**src/rtl/uart_pkg.sv**
```systemverilog
// Shared types and defaults for the UART transmit path.
package uart_pkg;

    typedef enum logic [1:0] {
        IDLE,
        START,
        SEND,
        STOP
    } uart_state_t;

    localparam int DEFAULT_CLK_HZ   = 100_000_000;
    localparam int DEFAULT_BIT_RATE = 115_200;

    function automatic int cycles_per_bit(input int clk_hz, input int bit_rate);
        return clk_hz / bit_rate;
    endfunction

endpackage

```
**src/rtl/uart_baud_counter.sv**
```systemverilog
// Bit-period timer: pulses bit_done on the last cycle of each bit period.
module uart_baud_counter
    import uart_pkg::*;
#(
    parameter int CYCLES_PER_BIT = 868
) (
    input  logic clk_100mhz,
    input  logic clear,
    output logic bit_done
);

    localparam int CNT_W = $clog2(CYCLES_PER_BIT + 1);
    localparam logic [CNT_W-1:0] LAST = CNT_W'(CYCLES_PER_BIT - 1);

    logic [CNT_W-1:0] count;

    assign bit_done = (count == LAST) && !clear;

    // Wraps exactly on bit_done, so every bit starts from zero.
    always_ff @(posedge clk_100mhz) begin
        if (clear || bit_done) begin
            count <= '0;
        end else begin
            count <= count + 1'b1;
        end
    end

endmodule

```
**src/rtl/uart_tx.sv**
```systemverilog
// UART transmitter: start bit, LSB-first payload, configurable stop bits.
module uart_tx
    import uart_pkg::*;
#(
    parameter int CLK_HZ       = DEFAULT_CLK_HZ,
    parameter int BIT_RATE     = DEFAULT_BIT_RATE,
    parameter int PAYLOAD_BITS = 8,
    parameter int STOP_BITS    = 1
) (
    input  logic                    clk_100mhz,
    input  logic                    i_reset,
    input  logic                    uart_tx_en,
    input  logic [PAYLOAD_BITS-1:0] uart_tx_data,
    output logic                    uart_txd,
    output logic                    uart_tx_busy
);

    localparam int CYCLES_PER_BIT = cycles_per_bit(CLK_HZ, BIT_RATE);
    localparam int BIT_W  = $clog2(PAYLOAD_BITS + 1);
    localparam int STOP_W = $clog2(STOP_BITS + 1);
    localparam logic [BIT_W-1:0]  LAST_BIT  = BIT_W'(PAYLOAD_BITS);
    localparam logic [STOP_W-1:0] LAST_STOP = STOP_W'(STOP_BITS);

    uart_state_t             state;
    logic [PAYLOAD_BITS-1:0] shreg;
    logic [BIT_W-1:0]        bit_cnt;
    logic [STOP_W-1:0]       stop_cnt;
    logic                    bit_done;
    logic                    cnt_clear;

    // Timer idles at zero so START gets a full period after acceptance.
    assign cnt_clear = i_reset || (state == IDLE);

    uart_baud_counter #(
        .CYCLES_PER_BIT(CYCLES_PER_BIT)
    ) u_baud (
        .clk_100mhz(clk_100mhz),
        .clear     (cnt_clear),
        .bit_done  (bit_done)
    );

    always_ff @(posedge clk_100mhz) begin
        if (i_reset) begin
            state        <= IDLE;
            uart_txd     <= 1'b1;
            uart_tx_busy <= 1'b0;
            shreg        <= '0;
            bit_cnt      <= '0;
            stop_cnt     <= '0;
        end else begin
            unique case (state)
                IDLE: begin
                    if (uart_tx_en) begin
                        shreg        <= uart_tx_data;
                        uart_txd     <= 1'b0;
                        uart_tx_busy <= 1'b1;
                        state        <= START;
                    end
                end
                START: begin
                    if (bit_done) begin
                        uart_txd <= shreg[0];
                        shreg    <= shreg >> 1;
                        bit_cnt  <= BIT_W'(1);
                        state    <= SEND;
                    end
                end
                SEND: begin
                    if (bit_done) begin
                        if (bit_cnt == LAST_BIT) begin
                            uart_txd <= 1'b1;
                            stop_cnt <= STOP_W'(1);
                            state    <= STOP;
                        end else begin
                            uart_txd <= shreg[0];
                            shreg    <= shreg >> 1;
                            bit_cnt  <= bit_cnt + 1'b1;
                        end
                    end
                end
                STOP: begin
                    if (bit_done) begin
                        if (stop_cnt == LAST_STOP) begin
                            uart_tx_busy <= 1'b0;
                            state        <= IDLE;
                        end else begin
                            stop_cnt <= stop_cnt + 1'b1;
                        end
                    end
                end
                default: begin
                    state <= IDLE;
                end
            endcase
        end
    end

endmodule

```
**config.mk**
```make
export PLATFORM = sky130hd
export DESIGN_NAME = uart_tx
export DESIGN_NICKNAME = d
export VERILOG_FILES = /design/src/rtl/uart_pkg.sv /design/src/rtl/uart_baud_counter.sv /design/src/rtl/uart_tx.sv
export SDC_FILE = /design/constraint.sdc
export NUM_CORES = 1
export LEC_CHECK = 0
export ABC_CLOCK_PERIOD_IN_PS = 5800
export CORE_MARGIN = 4
export CORE_UTILIZATION = 40
export CTS_CLUSTER_SIZE = 12
export DETAILED_ROUTE_END_ITERATION = 10
export HOLD_SLACK_MARGIN = 0.06
export PLACE_DENSITY = 0.68
export SLEW_MARGIN = 10
export SYNTH_ARGS = -nofsm -noshare
export SYNTH_HDL_FRONTEND = slang
export SYNTH_SLANG_ARGS = --single-unit
```
**constraint.sdc**
```tcl
create_clock -name clk_100mhz -period 5.8 [get_ports clk_100mhz]
set_clock_uncertainty 0.15 [all_clocks]
set_input_delay 0.87 -clock clk_100mhz [delete_from_list [all_inputs] [get_ports clk_100mhz]]
set_output_delay 0.87 -clock clk_100mhz [all_outputs]
set_load 0.1 [all_outputs]
```
Word-level counts from Yosys, hierarchy flattened
Index checks and enable logic that the tools add are counted.
Widths: inputs -> output; s select.
Operators by class
  equal/unequal tests: 12
  $add $sub $neg: 3
  reductions and logical operators: 15
  muxes and demuxes: 30
Operators by type and width (number)
  $mux 8: 4
  $pmux 8 s3: 1
  $reduce_and 4->1: 4
  $mux 2: 6
  $mux 4: 3
  $mux 1: 11
  $add 10x1->10 const B: 1
  $eq 10x10->1 const B: 1
  $ne 2x2->1 const B: 4
  $pmux 2 s4: 1
  $pmux 4 s2: 1
  $ne 2x1->1 const B: 3
  $reduce_and 6->1: 1
  $reduce_bool 2->1: 3
  $reduce_and 5->1: 1
  $add 4x1->4 const B: 1
  $eq 2x2->1 const B: 2
  $eq 4x4->1 const B: 1
  $pmux 1 s2: 2
  $pmux 1 s3: 1
  $reduce_bool 3->1: 1
  $eq 2x1->1 const B: 1
  $logic_not 2->1: 1
  $logic_or 1x1->1: 2
  other kinds (3): 3
Word-level totals
  bits in registers: 27
  input port bits: 11
  output and inout port bits: 2

Depth between registers and ports, before layout
Gate-level depths: netlist of run 1.
  depth after elaboration: 6
  gate-level depth with buffers: 7
  depth with buffers taken out: 6

Hierarchy
From an unflattened synthesis of run 1, not the netlist that was laid out.
Second synthesis, totals
  cells, all modules: 155
  area, all modules: 1476.4 um^2
Modules (own cells, without submodules)
  uart_tx: area an instance 994.7 um^2, times used 1, cells an instance 103
  uart_baud_counter: area an instance 481.7 um^2, times used 1, cells an instance 52

Least setup slack after synthesis of run 1
No wires, ideal clock.
  kind: input port to flip-flop
  start point: input port i_reset
  end point: register shreg[0]
  setup time: 0.136 ns
  setup slack: 3.554 ns
  data required time: 5.514 ns
  arrival time: 1.960 ns
  cell stages on the path: 4
  cells stage by stage: or4bb_1 -> nor4_4 -> o21ai_2 -> mux2i_1
On the way
  longest elaborated chain between the ends: 5
Ends and longest elaborated chain
  start, declared: RTL line uart_tx.sv:11  | input logic i_reset,
  $logic_or 1x1->1: RTL line uart_tx.sv:32  | assign cnt_clear = i_reset || (state == IDLE);
  $logic_not 1->1: RTL line uart_baud_counter.sv:17  | assign bit_done = (count == LAST) && !clear;
  $logic_and 1x1->1: RTL line uart_baud_counter.sv:17
  $ne 2x1->1 (no line)
  $reduce_and 5->1 (no line)
  end signal, assigned: RTL line uart_tx.sv:54  | shreg <= uart_tx_data;
  end signal, assigned: RTL line uart_tx.sv:63  | shreg <= shreg >> 1;
  end signal, assigned: RTL line uart_tx.sv:76  | shreg <= shreg >> 1;
  end, declared: RTL line uart_tx.sv:25  | logic [PAYLOAD_BITS-1:0] shreg;
Parallel ways exist; a longest one is shown, timed or not.
A chain may end at the register's enable or synchronous reset.

Worst setup path after layout of run 1
  start point: register uart_txd
  end point: output port uart_txd
RTL lines
  start, declared: RTL line uart_tx.sv:14  | output logic uart_txd,
  start signal, assigned: RTL line uart_tx.sv:62  | uart_txd <= shreg[0];
  start signal, assigned: RTL line uart_tx.sv:75  | uart_txd <= shreg[0];
No word-level cell between the ends.

==> results of run 1 <==
[logic make-up after synthesis]
| family | Yosys count | synth area share |
|---|---|---|
| AND/OR/NAND/NOR | 66 | 0.245 |
| flip-flops | 27 | 0.365 |
| AO/OA/AOI/OAI | 26 | 0.129 |
| buffers and inverters | 17 | 0.0431 |
| multiplexers | 16 | 0.114 |
| adder cells (fa/ha/maj) | 8 | 0.0677 |
| XOR/XNOR | 6 | 0.0355 |
[worst max path at each step]
stage	slack (ns)	end	from	cells past startpoint
final	2.99	uart_txd	uart_txd	1
after global routing	2.88	bit_cnt[3]	i_reset	5
after CTS	2.98	uart_txd	uart_txd	1
after detailed placement	2.72	shreg[1]	i_reset	5
after global placement	2.77	shreg[4]	i_reset	5
after floorplan	3.55	shreg[0]	i_reset	4
[sequential cells by signal, indices dropped and copies added (netlist names)]
name          flops
uart_tx_busy      1
shreg             8
state             2
stop_cnt          1
uart_txd          1
bit_cnt           4
u_baud.count     10
[layer usage]
metal / GRT usage / vias to the layer above / part of all wire
met5: 0 / - / 0
met3: 0.0243 / 4 / 0.032
met1: 0.168 / 582 / 0.44
met2: 0.262 / 27 / 0.52
li1: - / 611 / -
met4: 0.0511 / 0 / 0.012
[layout make-up]
type                    count  share of cell area
multi-input cells         122               0.520
flip-flops and latches     27               0.321
well taps                  46              0.0342
clock buffers               4              0.0268
repair buffers             12              0.0714
inverters                  12              0.0268
[per-stage QoR]
step                cell area [µm²]  utilization  hold WS (ns)
finish                         1680        0.489         0.320
global route                   1680        0.489         0.340
CTS                            1680        0.489         0.320
detailed placement             1640        0.476         0.307
global placement               1640        0.476         0.290
floorplan                      1480            -         0.280
[power by group through the flow]
stage               logic [mW]  registers, mW  clock network [mW]
global route             0.320          0.253               0.119
CTS                      0.293          0.248               0.109
global placement         0.280          0.248                   0
floorplan                0.202          0.278                   0
detailed placement       0.293          0.252                   0
finish                   0.291          0.248               0.107
[cell usage in the layout (no fill, tap or decap), drive strengths merged, types with 2 or more instances in the layout]
cell / n
dfxtp: 27
nand2: 22
nor2: 12
clkdlybuf4s50: 12
inv: 11
mux2i: 9
ha: 8
mux2: 7
o21ai: 6
nand3: 5
xnor2: 4
nor3: 4
nor4: 4
clkbuf: 4
o211ai: 3
nand4: 3
or3: 3
a21oi: 3
nand3b: 2
nor2b: 2
a211oi: 2
a221oi: 2
a311o: 2
o41ai: 2
xor2: 2
==> metrics.md, run 1 <==
| Metric | Value |
|---|---|
| Run status | `finished, final reports clean` |
| Most frequent cells after synthesis | `dfxtp_1, nand2_1, nor2_1, inv_1, mux2i_1` |
| Vias after detailed routing | `1224` |
| Synthesized cell area | `1480 µm²` |
| Post-DP HPWL | `2.23 mm` |
| Yosys warning total | `0` |
| First-pass GRT wire length | `5.15 mm` |
| Post-CTS Setup Bufs | `0` |
| Clock root buffer master | `clkbuf_8` |
| Netlist cell types | `43` |
| Iter 0 DRT Violations | `73` |
| Max cap viols | `0` |
| Reg2Reg Depth | `6` |
| Final min period | `2.81 ns` |
| Startpoint Class | `register` |
| Clock Path Buffers | `2` |
| Pin count of the biggest net entering global routing | `20` |
| Slew Viols, Final | `0` |
| CTS buffer count | `3` |
| Sequential share of power | `0.384` |
| Fin crit share | `0.485` |
| Cell with the most instances after synthesis | `dfxtp_1` |
| Hold Vio Cnt, Final | `0` |
| Syn Area/Cell | `8.91 µm²` |
| Total grt overflow | `0` |
| Fin cells | `223` |
| Syn_nets | `185` |
| Core Rows | `21` |
| CP peak stage delay | `1.15 ns` |
| Drt pass-1 iters | `4` |
| Worst slew pin tran | `0.965 ns` |
| Reg2Reg Launch Point | `state[0]` |
| Initial Util | `0.430` |
| Fillers | `337` |
| Hold Path Sink | `u_baud.count[0]` |
| Buffers plus inverters on the worst setup path | `1` |
| Flop2flop setup slack | `3.51 ns` |
| Cell count after synthesis | `166` |
| Seq cells post-synth | `27` |
| Die Ht | `68.8 µm` |
| # diodes | `0` |
| RR Endpoint | `state[0]` |
| Post-synth ARST share | `0` |
| Final Setup Violations | `0` |
| Vias in the first global route | `1217` |
| WL final | `2.95 mm` |
| CP endpoint kind | `output port` |
| Pwr dens | `384 nW/µm²` |
| Routed WL per cell | `13.2 µm` |
| Max FO, Critical Path | `2` |
| Worst hold stages | `1` |
| Post-synthesis sequential area ratio | `0.365` |
| Max Freq | `356 MHz` |
| Post-placement cell count | `219` |
| GP Congestion | `0.780` |
| Port Buf Inserts | `12` |
| Core outline area | `3440 µm²` |
| Peak supply drop | `0.000156 V` |
| Hold wc startpoint | `u_baud.count[0]` |
| DR vias/cell | `5.49` |
| HP Class | `reg2reg` |
| H-tree Lvls | `1` |
| Clock sink total | `27` |
| Largest area contributor in the netlist | `dfxtp_1` |
| Critical Path Slowest Stage Cell | `clkdlybuf4s50_1` |
| Antenna violations before repair | `0` |
| Final net count | `197` |
| Chip width | `68.8 µm` |
| CTS Hold Bufs | `0` |
| Clk Latency, worst-skew pair | `0.27 ns` |
| Int Pwr | `394 µW` |
| Area contributors post-synth | `dfxtp_1, ha_1, mux2i_1` |
| Final worst slack | `2.99 ns` |
| CP Cell Sequence | `clkdlybuf4s50_1` |
| Post-CTS Resized | `0` |
| Total power | `646 µW` |
| Net Sw Frac | `0.389` |
| Die area | `4730 µm²` |
| CP Class | `reg2out` |
| Final ANT Viol Nets | `0` |
| Max_slew headroom | `0.355` |
| Share of cells above drive strength 1 | `0.0847` |
| Register area | `541 µm²` |
| RSZ-0062 raised after global routing | `false` |
| Setup tns final | `0 ns` |
| Largest delay share family, worst path | `buffers and inverters` |
| Worst Path Arrival | `1.79 ns` |
| Sw Pwr | `251 µW` |
| Top Ports | `13` |
| Main synth FF type | `dfxtp_1` |
| LEAKAGE | `0.589 nW` |
| DRC | `0` |
| WP data required | `4.78 ns` |
| Combinational fraction of design power | `0.451` |
| Clk pwr share | `0.165` |
| CTS tree | `done` |
| Clock transition at path regs | `0.09 ns` |
| DP Worst Slack | `2.72 ns` |
| GR Util All Layers | `0.144` |
| Post-synth EDFFs | `0` |
| Area share of the largest cell type after synthesis | `0.365` |
| Area of the multi-input gates | `875 µm²` |
| Layout Area Growth over Synthesis | `13.8%` |
No activity file was read; power rests on OpenSTA's default activity.
==> run 2, diff against run 1 <==
Settings changed: ABC_CLOCK_PERIOD_IN_PS 5800 to 2450, PLACE_DENSITY 0.68 to 0.7.
Clock period 5.8 ns to 2.45 ns, I/O delays scaled along.
==> run 2 against run 1 <==
  * Sequential cell count stayed put
  * Setup slack worse by 2.8 ns
  * Power increased by 140%
  * Combinational power is 150% higher
  * Non-clock buffer count up 6
  * Sequential power is 140% higher
  * Clock power up 140%
  * First-iteration DRC count is 110% higher
  * Largest power group unchanged
  * Routed wire length increased by 4.2%
  * Worst hold slack got worse by 0.0055 ns
==> metrics.md, run 2 (synthesis results as in run 1) <==
| Metric | Value |
|---|---|
| Setup tns final | `0 ns (unchanged)` |
| Post-CTS Setup Bufs | `0 (unchanged)` |
| CTS tree | `done (unchanged)` |
| Startpoint Class | `register (unchanged)` |
| Post-DP HPWL | `2.41 mm (was 2.23 mm)` |
| Worst Path Arrival | `2.24 ns (was 1.79 ns)` |
| Peak supply drop | `0.000439 V (was 0.000156 V)` |
| CP endpoint kind | `register (was output port)` |
| Fin cells | `229 (was 223)` |
| Antenna violations before repair | `0 (unchanged)` |
| Drt pass-1 iters | `4 (unchanged)` |
| Largest Register | `u_baud.count (unchanged)` |
| Pin count of the biggest net entering global routing | `20 (unchanged)` |
| Port Buf Inserts | `12 (unchanged)` |
| Top Registers | `u_baud.count: 10 flops, shreg: 8 flops, bit_cnt: 4 flops (unchanged)` |
| Fillers | `322 (was 337)` |
| Clock sink total | `27 (unchanged)` |
| Hold Vio Cnt, Final | `0 (unchanged)` |
| Vias after detailed routing | `1242 (was 1224)` |
| Commonest cells after routing, fill and taps aside | `dfxtp_1, nand2_1, nor2_1, inv_1, clkdlybuf4s50_1 (was dfxtp_1, nand2_1, nor2_1, clkdlybuf4s50_1, inv_1)` |
| First-pass GRT wire length | `5.35 mm (was 5.15 mm)` |
| # diodes | `0 (unchanged)` |
| Pwr dens | `902 nW/µm² (was 384 nW/µm²)` |
| Register area | `541 µm² (unchanged)` |
| Clock transition at path regs | `0.09 ns (about the same)` |
| Post-placement cell count | `225 (was 219)` |
| Max Freq | `444 MHz` |
| CP peak stage delay | `0.58 ns (was 1.15 ns)` |
| Max FO, Critical Path | `8 (was 2)` |
| Core Rows | `21 (unchanged)` |
| GR Util All Layers | `0.148 (was 0.144)` |
| Final net count | `203 (was 197)` |
| Top Ports | `13 (unchanged)` |
| Slew Viols, Final | `0 (unchanged)` |
| Run status | `finished, final reports clean (unchanged)` |
| Clock Path Buffers | `2 (unchanged)` |
| Chip width | `68.8 µm (unchanged)` |
| Vias in the first global route | `1202 (was 1217)` |
| Final Setup Violations | `0 (unchanged)` |
| CTS buffer count | `3 (unchanged)` |
| Commonest non-fill, non-tap cell in the layout | `dfxtp_1 (unchanged)` |
| Core Util, Final | `0.501 (was 0.489)` |
| WL final | `3.08 mm (was 2.95 mm)` |
| Iter 0 DRT Violations | `151 (was 73)` |
| Initial Util | `0.430 (unchanged)` |
| DRC | `0 (unchanged)` |
| Clock root buffer master | `clkbuf_8 (unchanged)` |
| CP Cell Sequence | `inv_1, ha_1, or4bb_1, nor4_4, o21ai_2, mux2i_1 (was clkdlybuf4s50_1)` |
| Max cap viols | `0 (unchanged)` |
| HP Class | `reg2reg (unchanged)` |
| Clk Latency, worst-skew pair | `0.27 ns (about the same)` |
| Routed WL per cell | `13.4 µm (was 13.2 µm)` |
| DR vias/cell | `5.42 (was 5.49)` |
| Fin crit share | `0.920` |
| DP Worst Slack | `0.102 ns (was 2.72 ns)` |
| Final min period | `2.25 ns` |
| Total grt overflow | `0 (unchanged)` |
| Die area | `4730 µm² (unchanged)` |
| LEAKAGE | `0.622 nW (was 0.589 nW)` |
| Post-CTS Resized | `0 (unchanged)` |
| RSZ-0062 raised after global routing | `false (unchanged)` |
| Core outline area | `3440 µm² (unchanged)` |
| Area of the multi-input gates | `875 µm² (unchanged)` |
| Final worst slack | `0.196 ns (was 2.99 ns)` |
| Critical Path Slowest Stage Cell | `or4bb_1 (was clkdlybuf4s50_1)` |
| Share of cells above drive strength 1 | `0.126 (was 0.0847)` |
| Max_slew headroom | `0.625 (was 0.355)` |
| H-tree Lvls | `1 (unchanged)` |
| Total power | `1.55 mW (was 646 µW)` |
| CTS Hold Bufs | `0 (unchanged)` |
| WP data required | `2.44 ns (was 4.78 ns)` |
| GP Congestion | `0.825 (was 0.780)` |
| Max FFs per register | `10 (unchanged)` |
| Final ANT Viol Nets | `0 (unchanged)` |
| Die Ht | `68.8 µm (unchanged)` |
| Worst slew pin tran | `0.563 ns (was 0.965 ns)` |
| CP Class | `reg2reg (was reg2out)` |
| Layout Area Growth over Synthesis | `16.5% (was 13.8%)` |
==> run 2: cell count changes in the layout (fill, tap and decap cells not counted) <==
cell	delta
buf_4	+8
clkdlybuf4s50_1	-2
==> run 2: area by class of cell <==
class | instances | area share
Inverter | 12 | 0.0261
Tap cell | 46 | 0.0334
Sequential cell | 27 | 0.314
Timing Repair Buffer | 18 | 0.0930
Clock buffer | 4 | 0.0261
Multi-Input combinational cell | 122 | 0.508
==> run 2: metrics by stage <==
stage               hold slack, ns  area [µm²]
CTS                          0.315        1720
global route                 0.340        1720
finish                       0.314        1720
floorplan                    0.280        1480
global placement             0.291        1680
detailed placement           0.302        1680
==> run 2: where the power goes <==
group	switching (mW)	internal, mW
logic	0.410	0.305
registers	0.0574	0.528
clock network	0.137	0.116
==> run 2: final timing paths <==
kind / end / start / slack, ns / cells after the start
setup / recovery: shreg[1] / state[0] / 0.20 / 6
hold reg to reg: shreg[2] / shreg[2] / 0.31 / 2
hold / removal: shreg[2] / shreg[2] / 0.31 / 2
setup reg to reg: shreg[1] / state[0] / 0.20 / 6
==> run 2: layer usage <==
metal,up-vias,track usage,routed length (µm)
li1,635,-,-
met1,594,0.178,1410
met2,9,0.268,1590
met3,4,0.0259,49
met4,0,0.0389,23
met5,-,0,0
==> run 2: critical path: cells and delay by family (launching register included) <==
kind / cells / cell delay, ns
AND/OR/NAND/NOR: 2 / 0.80
flip-flops: 1 / 0.41
adder cells (fa/ha/maj): 1 / 0.26
AO/OA/AOI/OAI: 1 / 0.23
multiplexers: 1 / 0.18
buffers and inverters: 1 / 0.08
==> run 3, diff against run 2 <==
Settings changed: CORE_ASPECT_RATIO from default to 2.
==> run 3 against run 2 <==
  * First-iteration DRC count is 81% lower
  * Setup slack worse by 0.027 ns
  * Clock power decreased by 2%
  * Utilization shrank 2.4 points
  * Worst hold slack improved by 0.0056 ns
  * Non-clock buffer count fell by 1
  * Design area decreased by 0.22%
  * Count of clock-buffer cells in the layout did not move
  * Combinational power is 2% higher
  * Register-to-register slack lost 0.03 ns
  * Power grew 0.37%
  * Critical endpoint is now shreg[6]
==> metrics.md, run 3 (synthesis results as in run 1) <==
| Metric | Value |
|---|---|
| Iter 0 DRT Violations | `29 (was 151)` |
| Port Buf Inserts | `12 (unchanged)` |
| Final worst slack | `0.169 ns (was 0.196 ns)` |
| Total grt overflow | `0 (unchanged)` |
| Final min period | `2.28 ns (was 2.25 ns)` |
| Largest Register | `u_baud.count (unchanged)` |
| Share of cells above drive strength 1 | `0.121 (was 0.126)` |
| Max_slew headroom | `0.529 (was 0.625)` |
| Final Setup Violations | `0 (unchanged)` |
| Worst slew pin tran | `0.696 ns (was 0.563 ns)` |
| Max FO, Critical Path | `8 (unchanged)` |
| Antenna violations before repair | `0 (unchanged)` |
| CTS Hold Bufs | `0 (unchanged)` |
| Initial Util | `0.410 (was 0.430)` |
| Top Ports | `13 (unchanged)` |
| Die area | `4790 µm² (was 4730 µm²)` |
| Pwr dens | `907 nW/µm² (was 902 nW/µm²)` |
| Sequential share of power | `0.375 (was 0.377)` |
| Post-CTS Setup Bufs | `0 (unchanged)` |
| Run status | `finished, final reports clean (unchanged)` |
| Routed WL per cell | `14.3 µm (was 13.4 µm)` |
| Clk pwr share | `0.160 (was 0.163)` |
| Pin count of the biggest net entering global routing | `20 (unchanged)` |
| CTS buffer count | `3 (unchanged)` |
| Worst Path Arrival | `2.27 ns (was 2.24 ns)` |
| LEAKAGE | `0.616 nW (was 0.622 nW)` |
| Clk Latency, worst-skew pair | `0.27 ns (about the same)` |
| Vias in the first global route | `1339 (was 1202)` |
| # diodes | `0 (unchanged)` |
| Top Registers | `u_baud.count: 10 flops, shreg: 8 flops, bit_cnt: 4 flops (unchanged)` |
| Startpoint Class | `register (unchanged)` |
| Sw Pwr | `610 µW (was 604 µW)` |
| Clock sink total | `27 (unchanged)` |
| Die Ht | `94.0 µm (was 68.8 µm)` |
| CTS tree | `done (unchanged)` |
| WP data required | `2.44 ns (about the same)` |
| DR vias/cell | `5.50 (was 5.42)` |
| CP endpoint kind | `register (unchanged)` |
| Int Pwr | `950 µW (about the same)` |
| H-tree Lvls | `1 (unchanged)` |
| Layout Area Growth over Synthesis | `16.2% (was 16.5%)` |
| Final ANT Viol Nets | `0 (unchanged)` |
| Clock transition at path regs | `0.08 ns (was 0.09 ns)` |
| Post-CTS Resized | `0 (unchanged)` |
| Max cap viols | `0 (unchanged)` |
| Net Sw Frac | `0.391 (was 0.389)` |
| Commonest cells after routing, fill and taps aside | `dfxtp_1, nand2_1, nor2_1, inv_1, clkdlybuf4s50_1 (unchanged)` |
| Commonest non-fill, non-tap cell in the layout | `dfxtp_1 (unchanged)` |
| Fin crit share | `0.931 (was 0.920)` |
| RSZ-0062 raised after global routing | `false (unchanged)` |
| Max FFs per register | `10 (unchanged)` |
| Clock root buffer master | `clkbuf_8 (unchanged)` |
| HP Class | `reg2reg (unchanged)` |
| Final net count | `202 (was 203)` |
| Drt pass-1 iters | `5 (was 4)` |
| Slew Viols, Final | `0 (unchanged)` |
| Chip width | `51.0 µm (was 68.8 µm)` |
| Combinational fraction of design power | `0.465 (was 0.460)` |
| Vias after detailed routing | `1270 (was 1242)` |
| GP Congestion | `0.859 (was 0.825)` |
| DP Worst Slack | `0.0829 ns (was 0.102 ns)` |
| Max Freq | `438 MHz (was 444 MHz)` |
| Fillers | `351 (was 322)` |
| Post-DP HPWL | `2.62 mm (was 2.41 mm)` |
| DRC | `0 (unchanged)` |
| CP Class | `reg2reg (unchanged)` |
| WL final | `3.30 mm (was 3.08 mm)` |
| GR Util All Layers | `0.152 (was 0.148)` |
| Clock Path Buffers | `2 (unchanged)` |
| Setup tns final | `0 ns (unchanged)` |
| Peak supply drop | `0.000453 V (was 0.000439 V)` |
| Core outline area | `3610 µm² (was 3440 µm²)` |
| Core Rows | `31 (was 21)` |
| First-pass GRT wire length | `5.65 mm (was 5.35 mm)` |
| Hold Vio Cnt, Final | `0 (unchanged)` |
## run 3: routing by layer
metal | vias up | share of wire | global-route usage
met4 | 0 | 0.044 | 0.106
met3 | 12 | 0.032 | 0.0238
met5 | - | 0 | 0
met1 | 599 | 0.35 | 0.140
met2 | 30 | 0.57 | 0.288
li1 | 629 | - | -
## run 3: critical path: stages (launching register included)
cell and delay [ns]:
dfxtp_1 0.41, inv_1 0.10, ha_1 0.25, or4bb_1 0.59, nor4_4 0.23, o21ai_2 0.24
mux2i_1 0.18
## run 3: worst paths after layout
check / from / to / slack, ns / depth (start not counted)
max reg2reg: state[0] / shreg[6] / 0.17 / 6
max: state[0] / shreg[6] / 0.17 / 6
min: shreg[0] / shreg[0] / 0.32 / 2
min reg2reg: shreg[0] / shreg[0] / 0.32 / 2
## run 3: area by class of cell
class	instances	area, µm²	share of cell area
clock buffers	4	45.0	0.0262
inverters	12	45.0	0.0262
multi-input cells	122	875	0.509
well taps	49	61.3	0.0357
repair buffers	17	153	0.0888
flip-flops and latches	27	541	0.314
## run 3: metrics by stage
step                instances  power, mW  utilization  instance area (µm²)  hold WS [ns]
floorplan                 166       1.14            -                 1480         0.280
global placement          227       1.28        0.464                 1670         0.293
detailed placement        227       1.32        0.464                 1670         0.303
CTS                       231       1.57        0.477                 1720         0.324
global route              231       1.66        0.477                 1720         0.341
finish                    231       1.56        0.477                 1720         0.320
## run 3: power by group through the flow
stage | Sequential, mW | Combinational [mW] | Clock [mW]
after global routing | 0.596 | 0.788 | 0.276
final | 0.585 | 0.726 | 0.250
after floorplan | 0.658 | 0.479 | 0
after global placement | 0.588 | 0.695 | 0
after CTS | 0.584 | 0.726 | 0.257
after detailed placement | 0.594 | 0.723 | 0
